**config.mk**
```make
export PLATFORM = sky130hd
export DESIGN_NAME = if_stage_nb
export DESIGN_NICKNAME = d
export VERILOG_FILES = /design/src/rtl/if_stage_nb_pkg.sv /design/src/rtl/if_stage_nb_fifo.sv /design/src/rtl/if_stage_nb.sv
export SDC_FILE = /design/constraint.sdc
export NUM_CORES = 1
export LEC_CHECK = 0
export CORE_AREA = 2 2 178 180
export CTS_CLUSTER_SIZE = 12
export DETAILED_ROUTE_END_ITERATION = 7
export DIE_AREA = 0 0 180 182
export PLACE_DENSITY = 0.89
export SLEW_MARGIN = 30
export SYNTH_ARGS = -nofsm -noshare
export SYNTH_HDL_FRONTEND = slang
export SYNTH_HIERARCHICAL = 1
export SYNTH_SLANG_ARGS = --single-unit
```
**constraint.sdc**
```tcl
create_clock -name clk -period 5.5 [get_ports clk]
set_input_delay 1.1 -clock clk [delete_from_list [all_inputs] [get_ports clk]]
set_output_delay 1.1 -clock clk [all_outputs]
set_load 0.005 [all_outputs]
```
**src/rtl/if_stage_nb_pkg.sv**
```systemverilog
// rtl/if_stage_nb_pkg.sv - shared constants, types and helpers for the fetch stage
package if_stage_nb_pkg;

  localparam logic [31:0] RESET_PC_DEF   = 32'hbfc00000;
  localparam logic [31:0] EXC_VECTOR_DEF = 32'hbfc00380;
  localparam int          FS_TO_DS_BUS_WD = 1 + 32 + 32;

  // One buffered fetch result as handed to ID.
  typedef struct packed {
    logic        adel;
    logic [31:0] pc;
    logic [31:0] inst;
  } fs_entry_t;

  // Redirect target selection: exception beats eret beats branch.
  function automatic logic [31:0] redir_target(
    input logic        exc,
    input logic        eret,
    input logic [31:0] epc,
    input logic [31:0] br_target,
    input logic [31:0] exc_vector
  );
    if (exc) begin
      return exc_vector;
    end else if (eret) begin
      return epc;
    end else begin
      return br_target;
    end
  endfunction

endpackage

```
**src/rtl/if_stage_nb_fifo.sv**
```systemverilog
// rtl/if_stage_nb_fifo.sv - synchronous FIFO with clear, count and masked head
module fetch_fifo #(
  parameter int WIDTH = 32,
  parameter int DEPTH = 4,
  localparam int AW = (DEPTH > 1) ? $clog2(DEPTH) : 1,
  localparam int CW = $clog2(DEPTH + 1)
) (
  input  logic             clk,
  input  logic             reset,
  input  logic             i_push,
  input  logic [WIDTH-1:0] i_din,
  input  logic             i_pop,
  input  logic             i_clear,
  output logic [WIDTH-1:0] o_head,
  output logic [CW-1:0]    o_count
);

  localparam logic [CW-1:0] FULL = CW'(DEPTH);
  localparam logic [AW-1:0] LAST = AW'(DEPTH - 1);

  logic [WIDTH-1:0] r_mem [DEPTH];
  logic [AW-1:0]    r_rd;
  logic [AW-1:0]    r_wr;
  logic [CW-1:0]    r_count;
  logic             w_do_pop;
  logic             w_do_push;

  // A push into a full FIFO is only legal when the head leaves in the same cycle.
  assign w_do_pop  = i_pop && (r_count != '0);
  assign w_do_push = i_push && ((r_count != FULL) || w_do_pop);

  // Storage array, written only on accepted pushes; never reset.
  always_ff @(posedge clk) begin
    if (w_do_push) begin
      r_mem[r_wr] <= i_din;
    end
  end

  // Pointer and occupancy bookkeeping; clear empties the FIFO in one cycle.
  always_ff @(posedge clk) begin
    if (reset || i_clear) begin
      r_rd    <= '0;
      r_wr    <= '0;
      r_count <= '0;
    end else begin
      if (w_do_push) begin
        r_wr <= (r_wr == LAST) ? '0 : r_wr + 1'b1;
      end
      if (w_do_pop) begin
        r_rd <= (r_rd == LAST) ? '0 : r_rd + 1'b1;
      end
      if (w_do_push && !w_do_pop) begin
        r_count <= r_count + 1'b1;
      end else if (w_do_pop && !w_do_push) begin
        r_count <= r_count - 1'b1;
      end
    end
  end

  // Head reads as zero when empty so downstream sees clean values.
  assign o_head  = (r_count != '0) ? r_mem[r_rd] : '0;
  assign o_count = r_count;

  a_no_overflow: assert property (@(posedge clk) disable iff (reset)
    !(i_push && !i_clear && (r_count == FULL) && !w_do_pop));

endmodule

```
**src/rtl/if_stage_nb.sv**
```systemverilog
// rtl/if_stage_nb.sv - non-blocking instruction fetch stage with cancel and buffer
module if_stage_nb
  import if_stage_nb_pkg::*;
#(
  parameter logic [31:0] RESET_PC        = RESET_PC_DEF,
  parameter logic [31:0] EXC_VECTOR      = EXC_VECTOR_DEF,
  parameter int          MAX_OUTSTANDING = 2,
  parameter int          IBUF_DEPTH      = 4
) (
  input  logic        clk,
  input  logic        reset,
  input  logic        redir_exc,
  input  logic        redir_eret,
  input  logic [31:0] epc,
  input  logic        br_taken,
  input  logic [31:0] br_target,
  input  logic        ds_allowin,
  output logic        fs_to_ds_valid,
  output logic [31:0] fs_pc,
  output logic [31:0] fs_inst,
  output logic        fs_adel,
  output logic        inst_sram_req,
  output logic [31:0] inst_sram_addr,
  output logic [3:0]  inst_sram_wen,
  output logic [31:0] inst_sram_wdata,
  input  logic        inst_sram_addr_ok,
  input  logic        inst_sram_data_ok,
  input  logic [31:0] inst_sram_rdata
);

  localparam int OW  = $clog2(MAX_OUTSTANDING + 1);
  localparam int BW  = $clog2(IBUF_DEPTH + 1);
  localparam int CRW = ((OW > BW) ? OW : BW) + 1;
  localparam logic [OW:0]    MAX_OS = (OW + 1)'(MAX_OUTSTANDING);
  localparam logic [CRW-1:0] DEPTH  = CRW'(IBUF_DEPTH);

  logic [31:0]    r_pc;
  logic [OW-1:0]  r_outstanding;
  logic [OW-1:0]  r_cancel_cnt;
  logic           r_adel_done;

  logic           w_redirect;
  logic [31:0]    w_target;
  logic           w_aligned;
  logic           w_credit;
  logic           w_room;
  logic           w_hs;
  logic           w_dok_cancel;
  logic           w_live_ok;
  logic           w_adel_push;
  logic           w_buf_push;
  logic           w_pop;
  fs_entry_t      w_buf_din;
  fs_entry_t      w_buf_head;
  logic [BW-1:0]  w_buf_count;
  logic [31:0]    w_pcq_head;
  logic [OW-1:0]  w_pcq_count;

  assign w_redirect = redir_exc || redir_eret || br_taken;
  assign w_target   = redir_target(redir_exc, redir_eret, epc, br_target, EXC_VECTOR);
  assign w_aligned  = (r_pc[1:0] == 2'b00);

  // Credit reserves a buffer slot for every live request before it is issued.
  assign w_credit = (CRW'(r_outstanding) + CRW'(w_buf_count)) < DEPTH;
  assign w_room   = ({1'b0, r_outstanding} + {1'b0, r_cancel_cnt}) < MAX_OS;

  assign inst_sram_req   = !reset && !w_redirect && w_aligned && w_credit && w_room;
  assign inst_sram_addr  = r_pc;
  assign inst_sram_wen   = 4'h0;
  assign inst_sram_wdata = 32'h0;
  assign w_hs            = inst_sram_req && inst_sram_addr_ok;

  // Responses drain cancelled requests first since they are returned in order.
  assign w_dok_cancel = inst_sram_data_ok && (r_cancel_cnt != '0);
  assign w_live_ok    = inst_sram_data_ok && (r_cancel_cnt == '0) && (w_pcq_count != '0);

  assign w_adel_push = !w_aligned && (r_outstanding == '0) && w_credit
                       && !r_adel_done && !w_redirect;
  assign w_buf_push  = (w_live_ok && !w_redirect) || w_adel_push;
  assign w_buf_din   = w_adel_push ? fs_entry_t'{adel: 1'b1, pc: r_pc, inst: 32'h0}
                                   : fs_entry_t'{adel: 1'b0, pc: w_pcq_head, inst: inst_sram_rdata};
  assign w_pop       = fs_to_ds_valid && ds_allowin && !w_redirect;

  fetch_fifo #(.WIDTH(32), .DEPTH(MAX_OUTSTANDING)) u_pc_q (
    .clk     (clk),
    .reset   (reset),
    .i_push  (w_hs),
    .i_din   (r_pc),
    .i_pop   (w_live_ok),
    .i_clear (w_redirect),
    .o_head  (w_pcq_head),
    .o_count (w_pcq_count)
  );

  fetch_fifo #(.WIDTH(FS_TO_DS_BUS_WD), .DEPTH(IBUF_DEPTH)) u_ibuf (
    .clk     (clk),
    .reset   (reset),
    .i_push  (w_buf_push),
    .i_din   (w_buf_din),
    .i_pop   (w_pop),
    .i_clear (w_redirect),
    .o_head  (w_buf_head),
    .o_count (w_buf_count)
  );

  // PC, live/cancelled request counters and the misaligned-stall flag.
  always_ff @(posedge clk) begin
    if (reset) begin
      r_pc          <= RESET_PC;
      r_outstanding <= '0;
      r_cancel_cnt  <= '0;
      r_adel_done   <= 1'b0;
    end else if (w_redirect) begin
      r_pc          <= w_target;
      r_outstanding <= '0;
      r_cancel_cnt  <= r_cancel_cnt + r_outstanding - OW'(inst_sram_data_ok);
      r_adel_done   <= 1'b0;
    end else begin
      if (w_hs) begin
        r_pc <= r_pc + 32'd4;
      end
      r_outstanding <= r_outstanding + OW'(w_hs) - OW'(w_live_ok);
      r_cancel_cnt  <= r_cancel_cnt - OW'(w_dok_cancel);
      if (w_adel_push) begin
        r_adel_done <= 1'b1;
      end
    end
  end

  assign fs_to_ds_valid = (w_buf_count != '0);
  assign fs_pc          = w_buf_head.pc;
  assign fs_inst        = w_buf_head.inst;
  assign fs_adel        = w_buf_head.adel;

  a_no_stray_data_ok: assert property (@(posedge clk) disable iff (reset)
    inst_sram_data_ok |-> ((r_outstanding != '0) || (r_cancel_cnt != '0)));

endmodule

```
**Word-level counts from Yosys, hierarchy flattened**

Memory sizes are Yosys's and may differ from the RTL's. A register that Yosys moved wholly into a read port is not among the register bits.
Index checks and enable logic that the tools add are counted.

- Register bits after elaboration: 48
- Memory bits (writable): 324
- Output and inout port bits: 135
- Word-level logic and storage cells: 105
- Memories kept: 2

- Add/subtract/negate cells: 16
- Order comparisons: 2
- Equal/unequal tests: 4
- Mux-type cells: 24
- Reductions and logical operators: 47

Memories:

| memory | words | bits a word | rd ports | clocked after memory_dff | write ports | RTL line | RTL |
|---|---|---|---|---|---|---|---|
| u_ibuf.r_mem | 4 | 65 | 1 | 1 | 1 | if_stage_nb_fifo.sv:21 | `logic [WIDTH-1:0] r_mem [DEPTH];` |
| u_pc_q.r_mem | 2 | 32 | 1 | 1 | 1 | if_stage_nb_fifo.sv:21 |  |

Operator list:

| operator | count |
|---|---|
| two-way mux 32 bit | 5 |
| two-way mux 65 bit | 2 |
| adder 32 x 3 -> 32 bit (second input constant) | 1 |
| logical AND 1 bit | 23 |
| two-way mux 2 bit | 7 |
| nonzero test 2 bit | 5 |
| logical NOT 1 bit | 8 |
| two-way mux 1 bit | 8 |
| adder 2 x 1 -> 2 bit (second input constant) | 3 |
| logical NOT 2 bit | 3 |
| logical OR 1 bit | 6 |
| two-way mux 3 bit | 2 |
| subtractor 2 x 1 -> 2 bit | 3 |
| adder 2 x 3 -> 4 bit | 1 |
| == test 2 bit (second input constant) | 2 |
| < comparator 4 x 3 -> 1 bit (second input constant) | 1 |
| adder 2 x 2 -> 3 bit | 1 |
| adder 3 x 1 -> 3 bit (second input constant) | 1 |
| < comparator 3 x 2 -> 1 bit (second input constant) | 1 |
| != test 3 bit (second input constant) | 1 |
| nonzero test 3 bit | 1 |
| subtractor 3 x 1 -> 3 bit (second input constant) | 1 |
| adder 1 bit (second input constant) | 2 |
| adder 2 x 1 -> 2 bit | 1 |
| other kinds (4) | 4 |

**Depth between registers and ports, before layout**

Gate-level depths: netlist of the first run.

- Depth after elaboration: 13
- Gate-level depth with buffers: 12

**Cells and area by module**

Netlist of the first run, hierarchy kept.

By module, submodules not included:

| module | instances | cells each | area each (µm²) | sequential area each (µm²) |
|---|---|---|---|---|
| fetch_fifo (u_ibuf) | 1 | 460 | 10287.4 | 7987.7 |
| if_stage_nb | 1 | 521 | 3727.3 | 740.7 |
| fetch_fifo (u_pc_q) | 1 | 161 | 2637.5 | 2021.9 |

**Least setup slack after synthesis of the first run**

OpenSTA, ideal clock, no wires.

- Path type: input to register
- Start: in br_taken
- End: mem u_ibuf/r_mem[0][0] in the netlist's numbering, enable pin
- Setup time: 430 ps
- Arrival time: 3934 ps
- Required time: 5070 ps
- Path slack: 1135 ps
- Stages on the path: 6
- Path buffers: 1
- Cell sequence: nor3_2 -> inv_1 -> nor4_2 -> buf_2 -> a21o_1 -> and3_1

RTL lines:

| what | RTL line | RTL |
|---|---|---|
| from (decl) | if_stage_nb.sv:15 | `input logic br_taken,` |
| logical OR 1 bit * | if_stage_nb.sv:59 | `assign w_redirect = redir_exc \|\| redir_eret \|\| br_taken;` |
| logical NOT 1 bit * | if_stage_nb.sv:78, if_stage_nb.sv:79 |  |
| logical AND 1 bit (on tied branches) | if_stage_nb.sv:79, if_stage_nb.sv:78 |  |
| logical OR 1 bit * | if_stage_nb.sv:79 | `assign w_buf_push = (w_live_ok && !w_redirect) \|\| w_adel_push;` |
| via w_buf_push | if_stage_nb.sv:51 | `logic w_buf_push;` |
| logical AND 1 bit * | if_stage_nb_fifo.sv:30 | `assign w_do_push = i_push && ((r_count != FULL) \|\| w_do_pop);` |
| two-way mux 1 bit * | if_stage_nb_fifo.sv:34 | `if (w_do_push) begin` |
| two-way mux 1 bit (implied by the code) * | if_stage_nb_fifo.sv:35 | `r_mem[r_wr] <= i_din;` |
| to (decl) | if_stage_nb_fifo.sv:21 |  |

Mark *: on every way through the listed nets, which the timed path passes. The rest lies on a longest branch.

**Final worst setup path of the first run**

- Start: in br_taken
- End: out inst_sram_req

- Word-level cells in the longest chain between the ends: 6

RTL lines:

| what | RTL line | RTL |
|---|---|---|
| logical OR 1 bit | if_stage_nb.sv:59 |  |
| logical NOT 1 bit | if_stage_nb.sv:67 | `assign inst_sram_req = !reset && !w_redirect && w_aligned && w_credit && w_room;` |
| logical AND 1 bit (4 in series) | if_stage_nb.sv:67 |  |
| to (decl) | if_stage_nb.sv:22 | `output logic inst_sram_req,` |

No other way between the ends.

==> summary.md, run 1 <==
| Metric | Value |
|---|---|
| Seq/Total Area, Yosys | 64.6% |
| Nets | about 1500 |
| Most frequent CP cell | clkdlybuf4s50_1 |
| Synth cell types | 70 |
| Initial antenna violation count | 0 |
| Hold path cells | 2 |
| Power per Cell Area | roughly 290 nW/µm² |
| Slowest-stage cell, CP | clkdlybuf4s50_1 |
| Die outline width | around 180 µm |
| DPL Wire Length | between 20000 and 25000 µm |
| Starting Density | 53.7% |
| Hold path startpoint | u_ibuf/r_rd[1] |
| Slew Viols, Final | 0 |
| PortBufs | 202 |
| Antenna diodes | 0 |
| Post-place instance area | roughly 19000 µm² |
| Mapped Cells | around 1100 |
| CP bufs+invs | 2 |
| Slew of the pin with the lowest slew margin | a little over 900 ps |
| Worst-case clock skew | just over 30 ps |
| Layout cells sized above 1 | between 10% and 20% |
| Synth Flop Type | edfxtp_1 |
| CP top delay family | buffers and inverters |
| Endpoint class of the critical path | primary output |
| Setup Viol. Count Final | 0 |
| Endpoints failing hold | 0 |
| Fillers | roughly 2100 |
| Register area | roughly 11000 µm² |
| Num CTS Buffers | 38 |
| Crit Path Max Fanout | 12 |
| Cell area after synthesis | ~17000 µm² |
| Initial DRC count | approximately 900 |
| Crit path DAT | between 3000 and 4000 ps |
| Stages on the worst setup path | 4 |
| Root buf cell | clkbuf_16 |
| Number of enable flip-flop cells after synthesis | approximately 320 |
| Syn Area/Cell | about 15 µm² |
| Rel. slew slack | 39.6% |
| Resized cells post-CTS | 0 |
| Remaining DRCs | 2 |
| Area of the multi-input gates | approximately 5400 µm² |
| Worst r2r src | r_outstanding[1] |
| Post-synth ARST share | 0% |
| GRT Util Overall | roughly 22% |
| Die area | roughly 33000 µm² |
| Postcts setup bufs | 0 |
| DRT Pass-1 Iters | 8 |
| Period Utilization, post-route | 80.0% |
| Max stage delay on crit path | between 700 and 800 ps |
| Post-Route Setup TNS | 0 ps |
| Largest net degree at the start of global routing | 66 |
| Global route overflow | 0 |
| IO Count | between 200 and 250 |
| Die Height | roughly 180 µm |
| Worst-path cell chain | clkdlybuf4s50_1 -> or4_4 -> nor3_1 -> clkdlybuf4s50_1 |
| Pwr Total | approximately 5.8 mW |
| Site row count | 65 |
| Clk_lat worst skew | between 500 and 600 ps |
| Clock sink total | around 380 |
| DRT Wirelength | ~37000 µm |
| Clk slew on worst S/H paths | about 60 ps |
| Hold_buf cts | 0 |
| Leakage | about 6.7 nW |
| R2R cell count | 11 |
| Worst r2r dst | u_ibuf/o_count[2] |
| Post-synthesis register bit count | 375 |
| Avg WL per Cell | approximately 21 µm |
| Max cap viols | 0 |
| Failing checks | DRC |
| Number of global-route vias before repair | 10300 |
| Data required, critical path | between 4000 and 5000 ps |
| Cell area after layout | 20100 µm² |
| Critical path type | in2out |
| Layout Area Growth over Synthesis | 20.9% |
| Final min period | ~4400 ps |
| Outcome | finished, violations left |
| Fmax | between 0.2 and 0.25 GHz |
| First-pass GRT wire length | about 57000 µm |
| Vias | 10300 |
| Synthesis Warnings | 6 |
| Hold Crit Class | reg2reg |
| CP Launch Type | input port |
| Max IR drop VDD | 0.183 mV |
| Unrepaired setup endpoints after global routing | no |
| Antenna-violating nets left | 0 |
| H-tree Lvls | 2 |
| Final GP Congestion | around 0.88 |
| CTS tree | built |
| Core area | roughly 31000 µm² |
| Longest Clk Path Bufs | 3 |
| Vias per cell | ~6 |
| R2r setup slk | ~2200 ps |
## worst max-delay path by stage
stage | slack [ps] | start | end
4_1_cts | 1120 | br_taken | inst_sram_req
6_report | 1100 | br_taken | inst_sram_req
3_3_place_gp | 1060 | br_taken | u_ibuf/o_count[2]
5_1_grt | 1050 | br_taken | inst_sram_req
2_1_floorplan | 1140 | br_taken | u_ibuf/r_mem[0][0]
3_5_place_dp | 940 | br_taken | u_ibuf/o_count[2]
## cells in the mapped netlist (all sizes together) (3+ instances only)
cell | count | share of area, %
nand3 | 13 | 0.39
xnor2 | 6 | 0.32
xor2 | 8 | 0.42
a311oi | 3 | 0.20
nor2 | 66 | 1.5
and3 | 9 | 0.34
and4 | 5 | 0.28
a21oi | 30 | 0.92
o21ai | 26 | 0.78
nor4 | 10 | 0.63
ha | 15 | 1.1
o21a | 7 | 0.32
nor3 | 18 | 0.57
clkbuf | 25 | 0.56
a211oi | 8 | 0.39
buf | 73 | 3.1
mux4 | 65 | 8.8
inv | 15 | 0.34
a22oi | 4 | 0.18
o22ai | 8 | 0.30
dfxtp | 51 | 6.1
nand4 | 12 | 0.54
mux2i | 54 | 3.2
edfxtp | 324 | 58
o31ai | 10 | 0.51
o32ai | 3 | 0.16
or4 | 4 | 0.23
or3 | 7 | 0.26
and2 | 37 | 1.4
or2 | 3 | 0.11
nor2b | 67 | 2.5
mux2 | 8 | 0.54
nand2 | 118 | 2.7
## state kept, by name, summed over array words and instances, names as in the netlist, named ones only
register / cells
u_pc_q/o_count: 2
u_ibuf/r_mem: 260
u_pc_q/r_wr: 1
u_pc_q/r_rd: 1
u_ibuf/r_wr: 2
r_outstanding: 2
u_ibuf/o_count: 3
u_pc_q/r_mem: 64
r_adel_done: 1
inst_sram_addr: 32
u_ibuf/r_rd: 2
r_cancel_cnt: 2
## per-layer routing
metal	up-vias	global-route usage (%)	wire length, µm
li1	4635	-	-
met1	5057	29.4	14600
met2	569	37.3	18000
met3	68	4.35	3120
met4	0	6.44	822
met5	-	0	0
## through the flow
stage	hold WS (ps)	setup WS (ps)	utilization [%]	instances
after floorplan	452	1140	-	1177
after global placement	474	1060	60.8	1696
after detailed placement	505	945	60.8	1696
after CTS	516	1120	64.5	1757
after global routing	530	1050	65.0	1764
final	518	1100	65.0	1764
## report_power, final
group	total (mW)	internal, mW	switching [mW]
combinational	0.282	0.149	0.133
sequential	3.13	3.09	0.0340
clock	2.38	1.40	0.979
## cells in the final DEF (no fill, tap or decap), drive strengths merged, types with 4 or more instances in the layout
| master | synthesis | routed |
|---|---|---|
| edfxtp | 324 | 324 |
| clkdlybuf4s50 | 0 | 201 |
| nand2 | 118 | 118 |
| nor2b | 67 | 67 |
| nor2 | 66 | 66 |
| mux4 | 65 | 65 |
| clkbuf | 25 | 57 |
| mux2i | 54 | 54 |
| dfxtp | 51 | 51 |
| and2 | 37 | 37 |
| conb | 1 | 36 |
| a21oi | 30 | 30 |
| o21ai | 26 | 26 |
| buf | 73 | 21 |
| nor3 | 18 | 18 |
| inv | 15 | 15 |
| ha | 15 | 15 |
| nand3 | 13 | 13 |
| nand4 | 12 | 12 |
| o31ai | 10 | 10 |
| nor4 | 10 | 10 |
| and3 | 9 | 9 |
| o22ai | 8 | 8 |
| mux2 | 8 | 8 |
| xor2 | 8 | 8 |
| a211oi | 8 | 8 |
| o21a | 7 | 7 |
| or3 | 7 | 7 |
| xnor2 | 6 | 6 |
| and4 | 5 | 5 |
| a22oi | 4 | 4 |
| or4 | 4 | 4 |
## worst register-to-register path, stage by stage, from the launching register on
cell     delay, ps
dfxtp_1        490
ha_1           320
a311o_1        410
nor4_4         310
a21o_1         260
and2_4         220
ha_1           190
inv_1           60
fa_1           370
xor2_1         150
or3_1          310
a21oi_1        150
## kinds of logic (layout without fill, tap and decap cells)
| logic type | Yosys count | count (layout) | share of synthesized area (%) |
|---|---|---|---|
| fa+ha+maj | 17 | 17 | 1.37 |
| other cells | 1 | 36 | 0.0225 |
| xor+xnor | 14 | 14 | 0.736 |
| simple gates | 372 | 372 | 11.6 |
| mux | 127 | 127 | 12.6 |
| buf+inv | 113 | 298 | 4.01 |
| flops | 375 | 375 | 64.6 |
| compound gates | 123 | 123 | 5.12 |
## layout make-up
type | count | share of cell area, %
clock inverter | 4 | 0.224
sequential | 375 | 53.5
timing repair buffer | 222 | 11.2
clock buffer | 57 | 5.39
multi-input combinational | 689 | 26.9
tap | 402 | 2.50
inverter | 15 | 0.280
No activity file was read; power rests on OpenSTA's default activity.
==> run 2: changes to the inputs <==
==> constraint.sdc (replaced) <==
create_clock -name clk -period 4.2 [get_ports clk]
set_input_delay 0.84 -clock clk [delete_from_list [all_inputs] [get_ports clk]]
set_output_delay 0.84 -clock clk [all_outputs]
set_load 0.005 [all_outputs]
==> summary.md, run 2 (synthesis gave the netlist of run 1 again) <==
| Metric | Value |
|---|---|
| Leakage | around 6.7 nW |
| Internal Power | 6.02 mW |
| Switching part of the total | between 10% and 20% |
| Final GP Congestion | between 0.9 and 1 |
| Critical path type | reg2out |
| Root buf cell | clkbuf_16 |
| Fmax | 0.262 GHz |
| P_sw | ~1.5 mW |
| DRT Wirelength | approximately 36000 µm |
| Clock sink total | about 380 |
| Nets | about 1500 |
| Most frequent cells in the layout | 324 x edfxtp_1, 201 x clkdlybuf4s50_1, 118 x nand2_1, 66 x nor2b_1 |
| Hold_buf cts | 0 |
| IO Count | 239 |
| GRT Util Overall | approximately 22% |
| Period Utilization, post-route | around nine tenths |
| Die outline width | 180 µm |
| Logic pwr share | 5.0% |
| Largest net degree at the start of global routing | 66 |
| DRT Pass-1 Iters | 6 |
| Site row count | 65 |
| Endpoint class of the critical path | primary output |
| Global route overflow | 0 |
| CP Launch Type | flop |
| Outcome | complete, no violations |
| Longest Clk Path Bufs | 3 |
| Max reg flops | 260 |
| Postcts setup bufs | 0 |
| Avg WL per Cell | a little over 20 µm |
| Pwr Total | between 7 and 8 mW |
| Final std cells w/o fill | between 1500 and 2000 |
| Layout Area Growth over Synthesis | 20.9% |
| Initial antenna violation count | 0 |
| Remaining DRCs | 0 |
| Max IR drop VDD | about 0.28 mV |
| Antenna diodes | 0 |
| Layout cells sized above 1 | around an eighth |
| Die area | about 33000 µm² |
| Post-Route Setup TNS | 0 ps |
| Core area | a little over 30000 µm² |
| Number of global-route vias before repair | about 10000 |
| CTS tree | built |
| Reg power frac | 54.5% |
| Placed insts | 1703 |
| Final min period | between 3000 and 4000 ps |
| Clk pwr share | between 40% and 50% |
| Initial DRC count | around 940 |
| H-tree Lvls | 2 |
| Num CTS Buffers | 38 |
| Vias | roughly 10000 |
| Antenna-violating nets left | 0 |
| Slew of the pin with the lowest slew margin | around 720 ps |
| Most common cell after layout, fill and taps aside | edfxtp_1 |
| Crit path DAT | about 3000 ps |
| Clk slew on worst S/H paths | around 60 ps |
| Hold Crit Class | reg2reg |
| Max cap viols | 0 |
| Setup Viol. Count Final | 0 |
| Worst-case clock skew | ~8.9 ps |
| Starting Density | between 50% and 60% |
| Die Height | approximately 180 µm |
| Power per Cell Area | 373 nW/µm² |
| Vias per cell | between 5 and 6 |
| Crit Path Max Fanout | 8 |
| Clk_lat worst skew | 520 ps |
| Resized cells post-CTS | 0 |
| Unrepaired setup endpoints after global routing | no |
| Rel. slew slack | about half |
| Data required, critical path | approximately 3400 ps |
| Fin util | about 65% |
| Endpoints failing hold | 0 |
| Top reg by flops | u_ibuf/r_mem |
| First-pass GRT wire length | approximately 56000 µm |
| PortBufs | 202 |
| DPL Wire Length | approximately 23000 µm |
| Slew Viols, Final | 0 |
[run 2: final cells by class]
| cell class | count | area (µm²) |
|---|---|---|
| Clock buffer | 54 | 1040 |
| Clock inverter | 6 | 53.8 |
| Fill cell | 2141 | 10800 |
| Inverter | 15 | 56.3 |
| Multi-Input combinational cell | 689 | 5420 |
| Sequential cell | 375 | 10800 |
| Tap cell | 402 | 503 |
| Timing Repair Buffer | 226 | 2300 |
[run 2: worst paths after layout]
| check | from | end | slack, ps | cells after the start |
|---|---|---|---|---|
| hold / removal | u_ibuf/r_rd[0] | flop | 500 | 2 |
| setup reg to reg | u_ibuf/o_count[1] | u_ibuf/o_count[2] | 860 | 11 |
| setup / recovery | r_outstanding[0] | inst_sram_req | 380 | 5 |
| hold reg to reg | u_ibuf/r_rd[0] | flop | 500 | 2 |
[run 2: per-stage QoR]
stage	worst slack [ps]	hold WS, ps	instance area (µm²)
4_1_cts	382	502	20000
6_report	380	503	20100
2_1_floorplan	95.5	452	16800
3_5_place_dp	405	492	18900
3_3_place_gp	483	472	18900
5_1_grt	319	533	20100
[run 2: critical path, cell delays in order (launching register included)]
cell	delay, ps
dfxtp_1	500
and2_1	200
fa_1	440
or4_4	550
nor3_1	230
clkdlybuf4s50_1	550
[run 2: routing by layer]
metal  share of wire, %  vias up  track usage [%]
met2                 49      569             36.5
met3                8.9       66             4.35
met1                 40     4980             29.6
li1                   -     4657                -
met4                2.5        0             6.76
met5                  0        -                0
[run 2: power by group through the flow]
stage	Sequential (mW)	Clock (mW)	Combinational, mW
2_1_floorplan	4.15	0	0.211
3_3_place_gp	4.17	0	0.358
3_5_place_dp	4.17	0	0.367
4_1_cts	4.09	3.10	0.370
5_1_grt	4.09	3.23	0.406
6_report	4.09	3.05	0.373
